[src/rtl/pll_lock_supervisor.sv]
// Lock supervisor for one PLL/DCM: drives the PLL reset pulse, filters the lock
// indication, retries on timeout with a sticky fault, and counts lock-loss events.
module pll_lock_supervisor #(
  parameter int unsigned TIMEOUT_CYCLES     = 50000,
  parameter int unsigned RESET_PULSE_CYCLES = 10,
  parameter int unsigned LOCK_FILTER_CYCLES = 256,
  parameter int unsigned MAX_RETRIES        = 7,
  parameter int unsigned CNT_WIDTH          = 17
) (
  input  logic        input_clk,
  input  logic        reset,
  input  logic        input_clk_stable,
  input  logic        pll_locked,
  input  logic        force_relock,
  input  logic        clear_fault,
  output logic        pll_reset,
  output logic        clocks_ready,
  output logic        supervisor_fault,
  output logic [7:0]  retry_count,
  output logic [15:0] lock_loss_count,
  output logic [2:0]  sup_state
);

  typedef enum logic [2:0] {
    StHold     = 3'd0,
    StPllReset = 3'd1,
    StWaitLock = 3'd2,
    StFilter   = 3'd3,
    StReady    = 3'd4,
    StFault    = 3'd5
  } state_e;

  localparam logic [CNT_WIDTH-1:0] PulseLast   = CNT_WIDTH'(RESET_PULSE_CYCLES - 1);
  localparam logic [CNT_WIDTH-1:0] FilterLast  = CNT_WIDTH'(LOCK_FILTER_CYCLES - 1);
  localparam logic [CNT_WIDTH-1:0] TimeoutLast = CNT_WIDTH'(TIMEOUT_CYCLES - 1);
  localparam logic [CNT_WIDTH-1:0] CntZero     = '0;
  localparam logic [CNT_WIDTH-1:0] CntOne      = CNT_WIDTH'(1);

  state_e               state_q, state_d;
  logic [1:0]           sync_q, sync_d;
  logic [CNT_WIDTH-1:0] pulse_cnt_q, pulse_cnt_d;
  logic [CNT_WIDTH-1:0] timer_q, timer_d;
  logic [CNT_WIDTH-1:0] filt_cnt_q, filt_cnt_d;
  logic [7:0]           retry_q, retry_d;
  logic [15:0]          loss_q, loss_d;

  logic       lock_s;
  logic [7:0] retry_inc;
  logic       retries_exhausted;

  // sync_q[1] is the second synchroniser stage; everything below sees only it
  assign sync_d = {sync_q[0], pll_locked};
  assign lock_s = sync_q[1];

  assign retry_inc         = (retry_q == 8'hFF) ? retry_q : retry_q + 8'd1;
  assign retries_exhausted = (MAX_RETRIES != 0) && (32'(retry_inc) >= MAX_RETRIES);

  always_comb begin
    state_d     = state_q;
    pulse_cnt_d = pulse_cnt_q;
    timer_d     = timer_q;
    filt_cnt_d  = filt_cnt_q;
    retry_d     = retry_q;
    loss_d      = loss_q;

    if (state_q != StFault && !input_clk_stable) begin
      state_d     = StHold;
      pulse_cnt_d = CntZero;
      timer_d     = CntZero;
      filt_cnt_d  = CntZero;
    end else if (state_q == StFault) begin
      if (clear_fault) begin
        state_d     = StPllReset;
        retry_d     = 8'd0;
        pulse_cnt_d = CntZero;
        timer_d     = CntZero;
        filt_cnt_d  = CntZero;
      end
    end else if (force_relock && state_q != StHold) begin
      state_d     = StPllReset;
      pulse_cnt_d = CntZero;
      timer_d     = CntZero;
      filt_cnt_d  = CntZero;
    end else begin
      case (state_q)
        StHold: begin
          state_d     = StPllReset;
          pulse_cnt_d = CntZero;
        end
        StPllReset: begin
          if (pulse_cnt_q == PulseLast) begin
            state_d     = StWaitLock;
            pulse_cnt_d = CntZero;
            timer_d     = CntZero;
            filt_cnt_d  = CntZero;
          end else begin
            pulse_cnt_d = pulse_cnt_q + CntOne;
          end
        end
        StWaitLock, StFilter: begin
          // A completed filter wins over a timeout landing on the same cycle
          if (state_q == StFilter && lock_s && filt_cnt_q == FilterLast) begin
            state_d    = StReady;
            retry_d    = 8'd0;
            filt_cnt_d = CntZero;
            timer_d    = CntZero;
          end else if (timer_q == TimeoutLast) begin
            retry_d     = retry_inc;
            state_d     = retries_exhausted ? StFault : StPllReset;
            pulse_cnt_d = CntZero;
            timer_d     = CntZero;
            filt_cnt_d  = CntZero;
          end else begin
            timer_d = timer_q + CntOne;
            if (state_q == StWaitLock) begin
              if (lock_s) begin
                state_d    = StFilter;
                filt_cnt_d = CntZero;
              end
            end else if (!lock_s) begin
              state_d    = StWaitLock;
              filt_cnt_d = CntZero;
            end else begin
              filt_cnt_d = filt_cnt_q + CntOne;
            end
          end
        end
        StReady: begin
          if (!lock_s) begin
            state_d     = StPllReset;
            pulse_cnt_d = CntZero;
            if (loss_q != 16'hFFFF) begin
              loss_d = loss_q + 16'd1;
            end
          end
        end
        default: begin
          state_d     = StPllReset;
          pulse_cnt_d = CntZero;
          timer_d     = CntZero;
          filt_cnt_d  = CntZero;
        end
      endcase
    end
  end

  always_ff @(posedge input_clk or posedge reset) begin
    if (reset) begin
      state_q     <= StPllReset;
      sync_q      <= 2'b00;
      pulse_cnt_q <= '0;
      timer_q     <= '0;
      filt_cnt_q  <= '0;
      retry_q     <= 8'd0;
      loss_q      <= 16'd0;
    end else begin
      state_q     <= state_d;
      sync_q      <= sync_d;
      pulse_cnt_q <= pulse_cnt_d;
      timer_q     <= timer_d;
      filt_cnt_q  <= filt_cnt_d;
      retry_q     <= retry_d;
      loss_q      <= loss_d;
    end
  end

  always_comb begin
    pll_reset        = (state_q == StHold) || (state_q == StPllReset) || (state_q == StFault);
    clocks_ready     = (state_q == StReady);
    supervisor_fault = (state_q == StFault);
    retry_count      = retry_q;
    lock_loss_count  = loss_q;
    sup_state        = state_q;
  end

endmodule

[config.mk]
export PLATFORM = sky130hd
export DESIGN_NAME = pll_lock_supervisor
export DESIGN_NICKNAME = d
export VERILOG_FILES = /design/src/rtl/pll_lock_supervisor.sv
export SDC_FILE = /design/constraint.sdc
export NUM_CORES = 1
export LEC_CHECK = 0
export CAP_MARGIN = 0
export CORE_ASPECT_RATIO = 0.6
export CORE_MARGIN = 3
export CORE_UTILIZATION = 43
export DETAILED_ROUTE_END_ITERATION = 10
export GPL_ROUTABILITY_DRIVEN = 0
export HOLD_SLACK_MARGIN = 0.08
export PLACE_DENSITY = 0.68
export SYNTH_ARGS = -nofsm -noshare
export SYNTH_HDL_FRONTEND = slang
export SYNTH_SLANG_ARGS = --single-unit
export TNS_END_PERCENT = 10
[constraint.sdc]
create_clock -name input_clk -period 4.75 [get_ports input_clk]
set_clock_uncertainty 0.15 [all_clocks]
set_input_delay 0.7125 -clock input_clk [delete_from_list [all_inputs] [get_ports input_clk]]
set_output_delay 0.7125 -clock input_clk [all_outputs]
set_load 0.05 [all_outputs]
==> out/metrics.json, run 1 <==
{
  "outcome": "completed",
  "grt_use_met3": 0.05449,
  "worstSetupPathType": "flop to flop",
  "grt_pass1_vias": 3576,
  "grt_start_max_net_pins": 44,
  "tritoncts": "built",
  "critPathArrivalTime_ns": 3.35,
  "worst_setup_path_end_kind": "flop",
  "slew_headroom": 0.4765,
  "cts_root_buf": "sky130_fd_sc_hd__clkbuf_16",
  "ff_latch_area_um2": 2003,
  "synth_enable_flop_cells": 0,
  "globalRoute.totalOverflow": 0,
  "pre_cts_slack_ns": 1.264,
  "post-route-period-util": 0.6876,
  "max-vdd-ir-drop_uv": 200.2,
  "post_drt_via_cell_ratio": 5.842,
  "route.vias.total": 3809,
  "detailedRoute.firstIterationViolations": 278,
  "synth.avg_cell_area_um2": 9.200,
  "synth_seq_cells": 80,
  "rsz0062_at_grt": "false",
  "max_slew.worst_pin.slew_ns": 0.7834,
  "grt_util_met1": 0.3046,
  "antenna_found_initial": 0,
  "cts_setup_buffers": 0,
  "fp.coreArea_um2": 9560,
  "ys.warnings.count": 0,
  "synth_fp_nets": 491,
  "fin_worst_setup_slack_ns": 1.484,
  "power.density_cell_area_nw_per_um2": 292.5,
  "design.final.nets": 529,
  "area_growth_from_synthesis_to_layout_pct": 18.71,
  "clock.fmax_mhz": 306.2,
  "clkSlewWorstSetupHoldPaths_ns": 0.06,
  "grt_usage": 0.1978,
  "ys_types": 63,
  "die_w_um": 136.7,
  "remaining_drcs": 0,
  "multiInputGateArea_um2": 2316,
  "tritoncts_num_sinks": 80,
  "grt.busiest_layer": "met1",
  "cts_made_buffers": 9,
  "slew_violations": 0,
  "total_setup_violations_reported_at_the_end_of_the_flow": 0,
  "critical_path_peak_fanout": 15,
  "total_die_area_um2": 11540,
  "ant_cells": 0,
  "cap_viol_max_count": 0,
  "route.detailed.wl_per_inst_um": 16.40,
  "ctsLongestPathBuffers": 2,
  "timing.setup.tns_ns": 0,
  "synthCells": 479,
  "cts-resized-gates": 0,
  "route.final.wire_length_um": 10690,
  "syn-cell-area_um2": 4407,
  "die_h_um": 84.42,
  "async_flop_share": 1.000,
  "number_of_i_o_port_buffers": 35,
  "yosysSeqAreaShare": 0.4546,
  "main_synth_ff_type": "sky130_fd_sc_hd__dfrtp_1",
  "initial_core_util": 0.4609,
  "post_cts_hold_buffer_count": 0,
  "highest_count_cells_in_the_layout_ignoring_fill_and_taps": "sky130_fd_sc_hd__dfrtp_1 (79), sky130_fd_sc_hd__nand2_1 (48), sky130_fd_sc_hd__nor2_1 (45), sky130_fd_sc_hd__o21ai_0 (40), sky130_fd_sc_hd__clkdlybuf4s50_1 (35)",
  "cellLeakagePower_uw": 0.002168,
  "timing.hold.worst.class": "flop to flop",
  "filler_cell_count": 853,
  "pin_count": 36,
  "final.min_clock_period_ns": 3.266,
  "drive_above_1_share": 0.07663,
  "critical_path.startpoint_type": "flop",
  "1st_pass_router_iterations": 5,
  "layout.cells.most_common": "sky130_fd_sc_hd__dfrtp_1",
  "clkLatencyLatePin_ns": 0.34,
  "antenna_left": 0,
  "finalHoldViolCount": 0,
  "grt_util_met2": 0.2690,
  "grt_pass1_wl_um": 18260,
  "cp_data_required_time_ns": 4.83,
  "place.detailed.hpwl_um": 7612,
  "clock_tree.htree_level_count": 3,
  "num_rows": 27
}
sequential cells by signal (all words and copies together) (netlist names):
name             flops
sync_q               2
pulse_cnt_q         17
timer_q             17
retry_count          8
lock_loss_count     16
filt_cnt_q          17
sup_state            3
worst max-delay path: stages, from the launching register on:
cell,delay (ns)
sky130_fd_sc_hd__dfrtp_1,0.38
sky130_fd_sc_hd__ha_1,0.19
sky130_fd_sc_hd__and3_1,0.28
sky130_fd_sc_hd__nand3_1,0.32
sky130_fd_sc_hd__o21ai_2,0.67
sky130_fd_sc_hd__nor2_1,0.32
sky130_fd_sc_hd__a21oi_1,0.59
sky130_fd_sc_hd__o21ba_2,0.24
cells in the mapped netlist, drive strengths merged (2+ instances only):
cell type	count	area, um^2
xor2	22	192.7
a31oi	7	43.79
a21oi	22	113.9
and4	9	78.83
o21ba	4	40.04
and2	5	31.28
ha	6	75.07
a41oi	2	17.52
o31a	4	35.03
dfrtp	79	1977
or3	3	18.77
nor2b	3	18.77
nor2	47	186.4
or4	2	22.52
nor3	16	80.08
clkbuf	12	45.04
nand4b	2	17.52
o22ai	2	12.51
xnor2	12	105.1
nand4	21	131.4
or2	2	12.51
o31ai	5	37.54
mux2	2	22.52
nand2	48	180.2
nand2b	7	43.79
o2111ai	3	26.28
nor4b	4	35.03
and3	13	81.33
or3b	2	17.52
a22o	5	43.79
nand3	23	115.1
inv	10	37.54
o21ai	43	234.0
nor4	10	62.56
final cells by class:
type	count	share of cell area
multi-input combinational	376	0.4427
sequential	80	0.3829
timing repair buffer	40	0.07414
clock buffer	11	0.04640
tap	130	0.03109
clock inverter	5	0.01531
inverter	10	0.007414
where the power goes:
part	total [uW]	switching, uW	leakage, uW	internal (uW)
Sequential	690	4.96	0.00110	685
Combinational	86.5	61.9	0.000917	24.6
Clock	753	280	0.000152	474
Total	1530	347	0.00217	1180
path summary, 6_finish.rpt:
kind / startpoint / to / slack [ns] / cells after the start
worst max-delay path: filt_cnt_q[0]$_DFFE_PP0P_ / filt_cnt_q[15]$_DFFE_PP0P_ / 1.48 / 7
worst min-delay path: sync_q[0]$_DFF_PP0_ / sync_q[1]$_DFF_PP0_ / 0.22 / 0
worst max register to register: filt_cnt_q[0]$_DFFE_PP0P_ / filt_cnt_q[15]$_DFFE_PP0P_ / 1.48 / 7
worst min register to register: sync_q[0]$_DFF_PP0_ / sync_q[1]$_DFF_PP0_ / 0.22 / 0
max in group asynchronous: reset / pulse_cnt_q[16]$_DFFE_PP0P_ / 2.81 / 3
min in group asynchronous: reset / filt_cnt_q[11]$_DFFE_PP0P_ / 0.67 / 2
kinds of logic (layout without fill, tap and decap cells):
family,after synthesis,in the layout,synth area share
compound gates,112,112,0.1675
buf+inv,23,66,0.01987
fa+ha+maj,6,6,0.01704
mux,3,3,0.007382
flops,80,80,0.4546
xor+xnor,34,34,0.06757
simple gates,221,221,0.2660
routing by layer:
metal  wire (um)  vias up
li1            -     1855
met1        5552     1847
met2        4485       97
met3         516       10
met4         136        0
met5           0        -
stage by stage:
step,util,total power [uW],cell area (um^2),hold WS [ns],cells
2_1_floorplan,-,758.0,4407,0.1812,479
3_3_place_gp,0.5134,788.1,4908,0.1859,636
3_5_place_dp,0.5134,789.0,4908,0.1990,636
4_1_cts,0.5472,1544,5231,0.2125,652
5_1_grt,0.5472,1586,5231,0.2232,652
6_report,0.5472,1530,5231,0.2175,652
Note: power is estimated with default switching activity, not from simulation.
==> run 2: changes to the inputs <==
Settings changed: PLACE_DENSITY 0.68 to 0.7.
Clock period 4.75 ns to 2.97 ns, I/O delays scaled along.
==> run 2 against run 1 <==
Core utilization grew 0.81 points. Critical path depth shrank 1. Largest power group is now registers. Highest routed layer unchanged. Sequential share of layout area shrank 0.56 points. First-iteration DRC count grew 17%. Wire length grew 2.8%. Total power grew 49%. Non-clock buffer count grew 16. Via count grew 1.8%. Cell count grew 2.3%.
==> out/metrics.json, run 2 (synthesized netlist as in run 1, its figures left out) <==
{
  "critPathArrivalTime_ns": 2.86,
  "place.detailed.hpwl_um": 8078,
  "total_setup_violations_reported_at_the_end_of_the_flow": 0,
  "max-vdd-ir-drop_uv": 262.0,
  "cp_cell_sequence": "or4b_4 -> or4_4 -> o21ai_4 -> o21ai_2 -> o31a_1 -> o21ba_2",
  "cap_viol_max_count": 0,
  "number_of_i_o_port_buffers": 35,
  "remaining_drcs": 0,
  "worst_setup_path_end_kind": "flop",
  "crit_path_end": "filt_cnt_q[7]$_DFFE_PP0P_",
  "route.vias.total": 3879,
  "area_growth_from_synthesis_to_layout_pct": 20.47,
  "worstSetupPathType": "flop to flop",
  "crit_start": "timer_q[11]$_DFFE_PP0P_",
  "cts_setup_buffers": 0,
  "ctsLongestPathBuffers": 2,
  "cpPeakStageDelay_ns": 0.57,
  "tritoncts_num_sinks": 80,
  "cp_data_required_time_ns": 3.04,
  "antenna_left": 0,
  "grt_use_met3": 0.05210,
  "ff_latch_area_um2": 2003,
  "fp.coreArea_um2": 9560,
  "cellLeakagePower_uw": 0.002228,
  "globalRoute.totalOverflow": 0,
  "grt_pass1_wl_um": 19110,
  "highest_count_cells_in_the_layout_ignoring_fill_and_taps": "sky130_fd_sc_hd__dfrtp_1 (79), sky130_fd_sc_hd__nand2_1 (48), sky130_fd_sc_hd__nor2_1 (45), sky130_fd_sc_hd__o21ai_0 (40), sky130_fd_sc_hd__clkdlybuf4s50_1 (35)",
  "post-route-period-util": 0.9373,
  "power.density_cell_area_nw_per_um2": 429.6,
  "path_depth": 6,
  "clock.fmax_mhz": 359.2,
  "grt_usage": 0.2052,
  "die_h_um": 84.42,
  "num_rows": 27,
  "grt_start_max_net_pins": 41,
  "detailedRoute.firstIterationViolations": 324,
  "slew_headroom": 0.5150,
  "critical_path_peak_fanout": 9,
  "ant_cells": 0,
  "clock_tree.htree_level_count": 3,
  "grt_util_met2": 0.2842,
  "cts_made_buffers": 9,
  "clkLatencyLatePin_ns": 0.33,
  "post_cts_hold_buffer_count": 0,
  "initial_core_util": 0.4609,
  "design.final.nets": 545,
  "critical_path.startpoint_type": "flop",
  "r2r-end": "filt_cnt_q[7]$_DFFE_PP0P_",
  "1st_pass_router_iterations": 5,
  "outcome": "completed",
  "timing.hold.worst.class": "flop to flop",
  "critical-path-slowest-cell": "sky130_fd_sc_hd__or4b_4",
  "slew_violations": 0,
  "grt_pass1_vias": 3779,
  "max_slew.worst_pin.slew_ns": 0.7267,
  "cts_root_buf": "sky130_fd_sc_hd__clkbuf_16",
  "filler_cell_count": 878,
  "minimum_setup_slack_among_reg_to_reg_paths_ns": 0.19,
  "cts-resized-gates": 0,
  "total_power_uw": 2281,
  "route.final.wire_length_um": 10990,
  "multiInputGateArea_um2": 2322,
  "pin_count": 36,
  "final.min_clock_period_ns": 2.784,
  "crit_family": "simple AND/OR/NAND/NOR gates",
  "grt_util_met1": 0.3190,
  "rsz0062_at_grt": "false",
  "layout.cells.most_common": "sky130_fd_sc_hd__dfrtp_1",
  "route.detailed.wl_per_inst_um": 16.47,
  "post_drt_via_cell_ratio": 5.816,
  "antenna_found_initial": 0,
  "worstReg2RegStart": "timer_q[11]$_DFFE_PP0P_",
  "critical_path.n_buffers_inverters": 0,
  "drive_above_1_share": 0.1043,
  "grt.busiest_layer": "met1",
  "die_w_um": 136.7,
  "finalHoldViolCount": 0,
  "reg_top3": "filt_cnt_q (17), pulse_cnt_q (17), timer_q (17)",
  "clkSlewWorstSetupHoldPaths_ns": 0.06,
  "tritoncts": "built",
  "worst-r2r-cell-count": 6,
  "timing.setup.tns_ns": 0,
  "total_die_area_um2": 11540
}
-- run 2: per-stage QoR --
step           worst slack (ns)  utilization  hold WS [ns]  area [um^2]  std cells
2_1_floorplan            0.3244            -        0.1812         4407        479
3_3_place_gp             0.2221       0.5260        0.1840         5029        652
3_5_place_dp            0.08863       0.5260        0.1871         5029        652
4_1_cts                  0.1884       0.5546        0.1997         5303        667
5_1_grt                 0.09549       0.5553        0.2129         5309        667
6_report                 0.1862       0.5553        0.1981         5309        667
-- run 2: routing by layer --
layer	routed length [um]	up-vias
li1	-	1877
met1	5642	1894
met2	4611	97
met3	591	11
met4	140	0
met5	0	-
-- run 2: worst min-delay path by stage --
| stage | start | endpoint | slack [ns] | cells past startpoint |
|---|---|---|---|---|
| 2_1_floorplan | sync_q[0]$_DFF_PP0_ | sync_q[1]$_DFF_PP0_ | 0.18 | 0 |
| 3_3_place_gp | sync_q[0]$_DFF_PP0_ | sync_q[1]$_DFF_PP0_ | 0.18 | 0 |
| 3_5_place_dp | sync_q[0]$_DFF_PP0_ | sync_q[1]$_DFF_PP0_ | 0.19 | 0 |
| 4_1_cts | sync_q[0]$_DFF_PP0_ | sync_q[1]$_DFF_PP0_ | 0.20 | 0 |
| 5_1_grt | sync_q[0]$_DFF_PP0_ | sync_q[1]$_DFF_PP0_ | 0.21 | 0 |
| 6_report | sync_q[0]$_DFF_PP0_ | sync_q[1]$_DFF_PP0_ | 0.20 | 0 |
-- run 2: power breakdown --
group          leakage [uW]  switching, uW  internal (uW)
registers           0.00110           7.91           1100
clock network      0.000134            423            604
logic              0.000994            102           48.6
total               0.00223            532           1750
-- run 2: layout make-up --
type | count | area share
flip-flops and latches | 80 | 0.3773
well taps | 130 | 0.03064
clock inverters | 3 | 0.003300
clock buffers | 12 | 0.04831
inverters | 10 | 0.007306
multi-input cells | 376 | 0.4374
repair buffers | 56 | 0.09569
-- run 2: worst reg2reg max path: stages, from the launching register on --
cell                      delay [ns]
sky130_fd_sc_hd__dfrtp_1        0.43
sky130_fd_sc_hd__or4b_4         0.57
sky130_fd_sc_hd__or4_4          0.56
sky130_fd_sc_hd__o21ai_4        0.26
sky130_fd_sc_hd__o21ai_2        0.18
sky130_fd_sc_hd__o31a_1         0.33
sky130_fd_sc_hd__o21ba_2        0.21
==> run 3: changes to the inputs <==
Clock period 2.97 ns to 2.3 ns, I/O delays scaled along.
==> run 3 against run 2 <==
Global-route usage rose by 1.5 points. Hold slack got worse by 0.0014 ns. Critical path type unchanged. The run now ends with negative setup slack left. Largest power group is now the clock network. Clock-buffer cell count decreased by 2.
==> out/metrics.json, run 3 (synthesized netlist as in run 1, its figures left out) <==
{
  "timing.hold.worst.class": "flop to flop",
  "globalRoute.totalOverflow": 0,
  "clock_tree.htree_level_count": 3,
  "final.min_clock_period_ns": 2.600,
  "fp.coreArea_um2": 9560,
  "fin_worst_setup_slack_ns": -0.3000,
  "clkLatencyLatePin_ns": 0.35,
  "total_setup_violations_reported_at_the_end_of_the_flow": 22,
  "total_die_area_um2": 11540,
  "reg_top3": "filt_cnt_q (17), pulse_cnt_q (17), timer_q (17)",
  "route.vias.total": 4239,
  "critical_path.n_buffers_inverters": 0,
  "power.density_cell_area_nw_per_um2": 516.5,
  "postPlaceCellArea_um2": 5590,
  "post_drt_via_cell_ratio": 5.752,
  "crit_family": "simple AND/OR/NAND/NOR gates",
  "slew_violations": 0,
  "detailedRoute.firstIterationViolations": 345,
  "layout.cells.most_common": "sky130_fd_sc_hd__buf_4",
  "clkSlewWorstSetupHoldPaths_ns": 0.06,
  "cellLeakagePower_uw": 0.002644,
  "max_slew.worst_pin.slew_ns": 0.5258,
  "pre_cts_slack_ns": -0.3944,
  "failed_checks": "negative setup slack",
  "critical_path.startpoint_type": "flop",
  "internal_power_uw": 2387,
  "route.final.wire_length_um": 12190,
  "critPathArrivalTime_ns": 2.73,
  "remaining_drcs": 0,
  "pin_count": 36,
  "highest_count_cells_in_the_layout_ignoring_fill_and_taps": "sky130_fd_sc_hd__buf_4 (87), sky130_fd_sc_hd__dfrtp_1 (76), sky130_fd_sc_hd__nand2_1 (48), sky130_fd_sc_hd__nor2_1 (44), sky130_fd_sc_hd__o21ai_0 (36)",
  "die_w_um": 136.7,
  "die_h_um": 84.42,
  "grt_start_max_net_pins": 81,
  "number_of_i_o_port_buffers": 35,
  "path_common_cell": "sky130_fd_sc_hd__or4_4",
  "final_design_instance_area_without_fill_um2": 6050,
  "cpPeakStageDelay_ns": 0.54,
  "hold_ws_ns": 0.1967,
  "grt_pass1_wl_um": 20310,
  "cp_data_required_time_ns": 2.43,
  "outcome": "finished, violations left",
  "grt_pass1_vias": 3989,
  "ant_cells": 0,
  "filler_cell_count": 760,
  "power.combinational.fraction": 0.083,
  "antenna_found_initial": 0,
  "worst_setup_path_end_kind": "flop",
  "initial_core_util": 0.4609,
  "slew_headroom": 0.6475,
  "antenna_left": 0,
  "max-vdd-ir-drop_uv": 358.4,
  "swShare": 0.2361,
  "finalCoreUtilization": 0.6328,
  "clockPowerShare": 0.461,
  "finalHoldViolCount": 0,
  "design.final.nets": 614,
  "tritoncts": "built",
  "place.detailed.hpwl_um": 8555,
  "cap_viol_max_count": 0,
  "post_cts_hold_buffer_count": 0,
  "critical_path_peak_fanout": 5,
  "total_power_uw": 3124,
  "cts_root_buf": "sky130_fd_sc_hd__clkbuf_16",
  "post-route-period-util": 1.130,
  "cp_cell_sequence": "or4b_4 -> or4_4 -> o21ai_4 -> nor2_4 -> or4_4 -> a21oi_2",
  "grt_usage": 0.2205,
  "drive_above_1_share": 0.2504,
  "power.net_switching_uw": 737.6,
  "route.detailed.wl_per_inst_um": 16.53,
  "num_rows": 27,
  "tritoncts_num_sinks": 80,
  "critical-path-slowest-cell": "sky130_fd_sc_hd__or4b_4",
  "area_growth_from_synthesis_to_layout_pct": 37.28,
  "pwr-share-seq": 0.455,
  "1st_pass_router_iterations": 4,
  "worstSetupPathType": "flop to flop",
  "cts_made_buffers": 9,
  "clock.fmax_mhz": 384.6,
  "ctsLongestPathBuffers": 2,
  "rsz0062_at_grt": "true"
}
==> run 3: cell count changes in the layout (fill, tap and decap cells not counted), sizes merged <==
cell	before	now
bufinv	0	1
clkbuf	12	10
clkdlybuf4s50	35	31
clkinv	3	5
buf	21	93
dlygate4sd2	0	1
==> run 3: power by group through the flow <==
stage | Sequential, uW | Combinational [uW] | Clock, uW
floorplan | 1460 | 109 | 0
global placement | 1450 | 237 | 0
detailed placement | 1450 | 241 | 0
CTS | 1420 | 247 | 1460
global route | 1420 | 279 | 1530
finish | 1420 | 260 | 1440
==> run 3: cell type report <==
class / count / area [um^2] / area share
Tap cell: 130 / 162.7 / 0.02689
Clock buffer: 10 / 239.0 / 0.03950
Inverter: 10 / 41.29 / 0.006825
Timing Repair Buffer: 125 / 1075 / 0.1777
Clock inverter: 6 / 58.81 / 0.009721
Multi-Input combinational cell: 376 / 2462 / 0.4070
Sequential cell: 80 / 2011 / 0.3324
==> run 3: final timing paths <==
check / start / end / slack, ns / cells past startpoint
worst max-delay path: timer_q[5]$_DFFE_PP0P_ / filt_cnt_q[16]$_DFFE_PP0P_ / -0.30 / 6
worst max register to register: timer_q[5]$_DFFE_PP0P_ / filt_cnt_q[16]$_DFFE_PP0P_ / -0.30 / 6
min in group asynchronous: reset / timer_q[13]$_DFFE_PP0P_ / 0.31 / 3
max in group asynchronous: reset / sup_state[2]$_DFFE_PP0P_ / 1.32 / 3
worst min register to register: sync_q[0]$_DFF_PP0_ / sync_q[1]$_DFF_PP0_ / 0.20 / 0
worst min-delay path: sync_q[0]$_DFF_PP0_ / sync_q[1]$_DFF_PP0_ / 0.20 / 0
==> run 3: per-stage QoR <==
step                      cells  TNS, ns
final                       737   -3.485
after global routing        737   -8.239
after CTS                   737   -3.576
after detailed placement    720   -8.361
after global placement      720   -5.112
after floorplan             479   -3.602
==> run 3: what timing repair did <==
| item | in CTS | in global routing |
|---|---|---|
| gates resized for setup | 12 | 23 |
| setup endpoints to repair | 53 | 59 |
| buffers inserted | 1 | 0 |
| pin swaps | 6 | 8 |
==> run 3: metal layers <==
layer	routed length, um	vias to the layer above	global-route usage
li1	-	2030	-
met1	6140	2084	0.3318
met2	5342	101	0.3141
met3	530	24	0.04970
met4	172	0	0.06770
met5	0	-	0
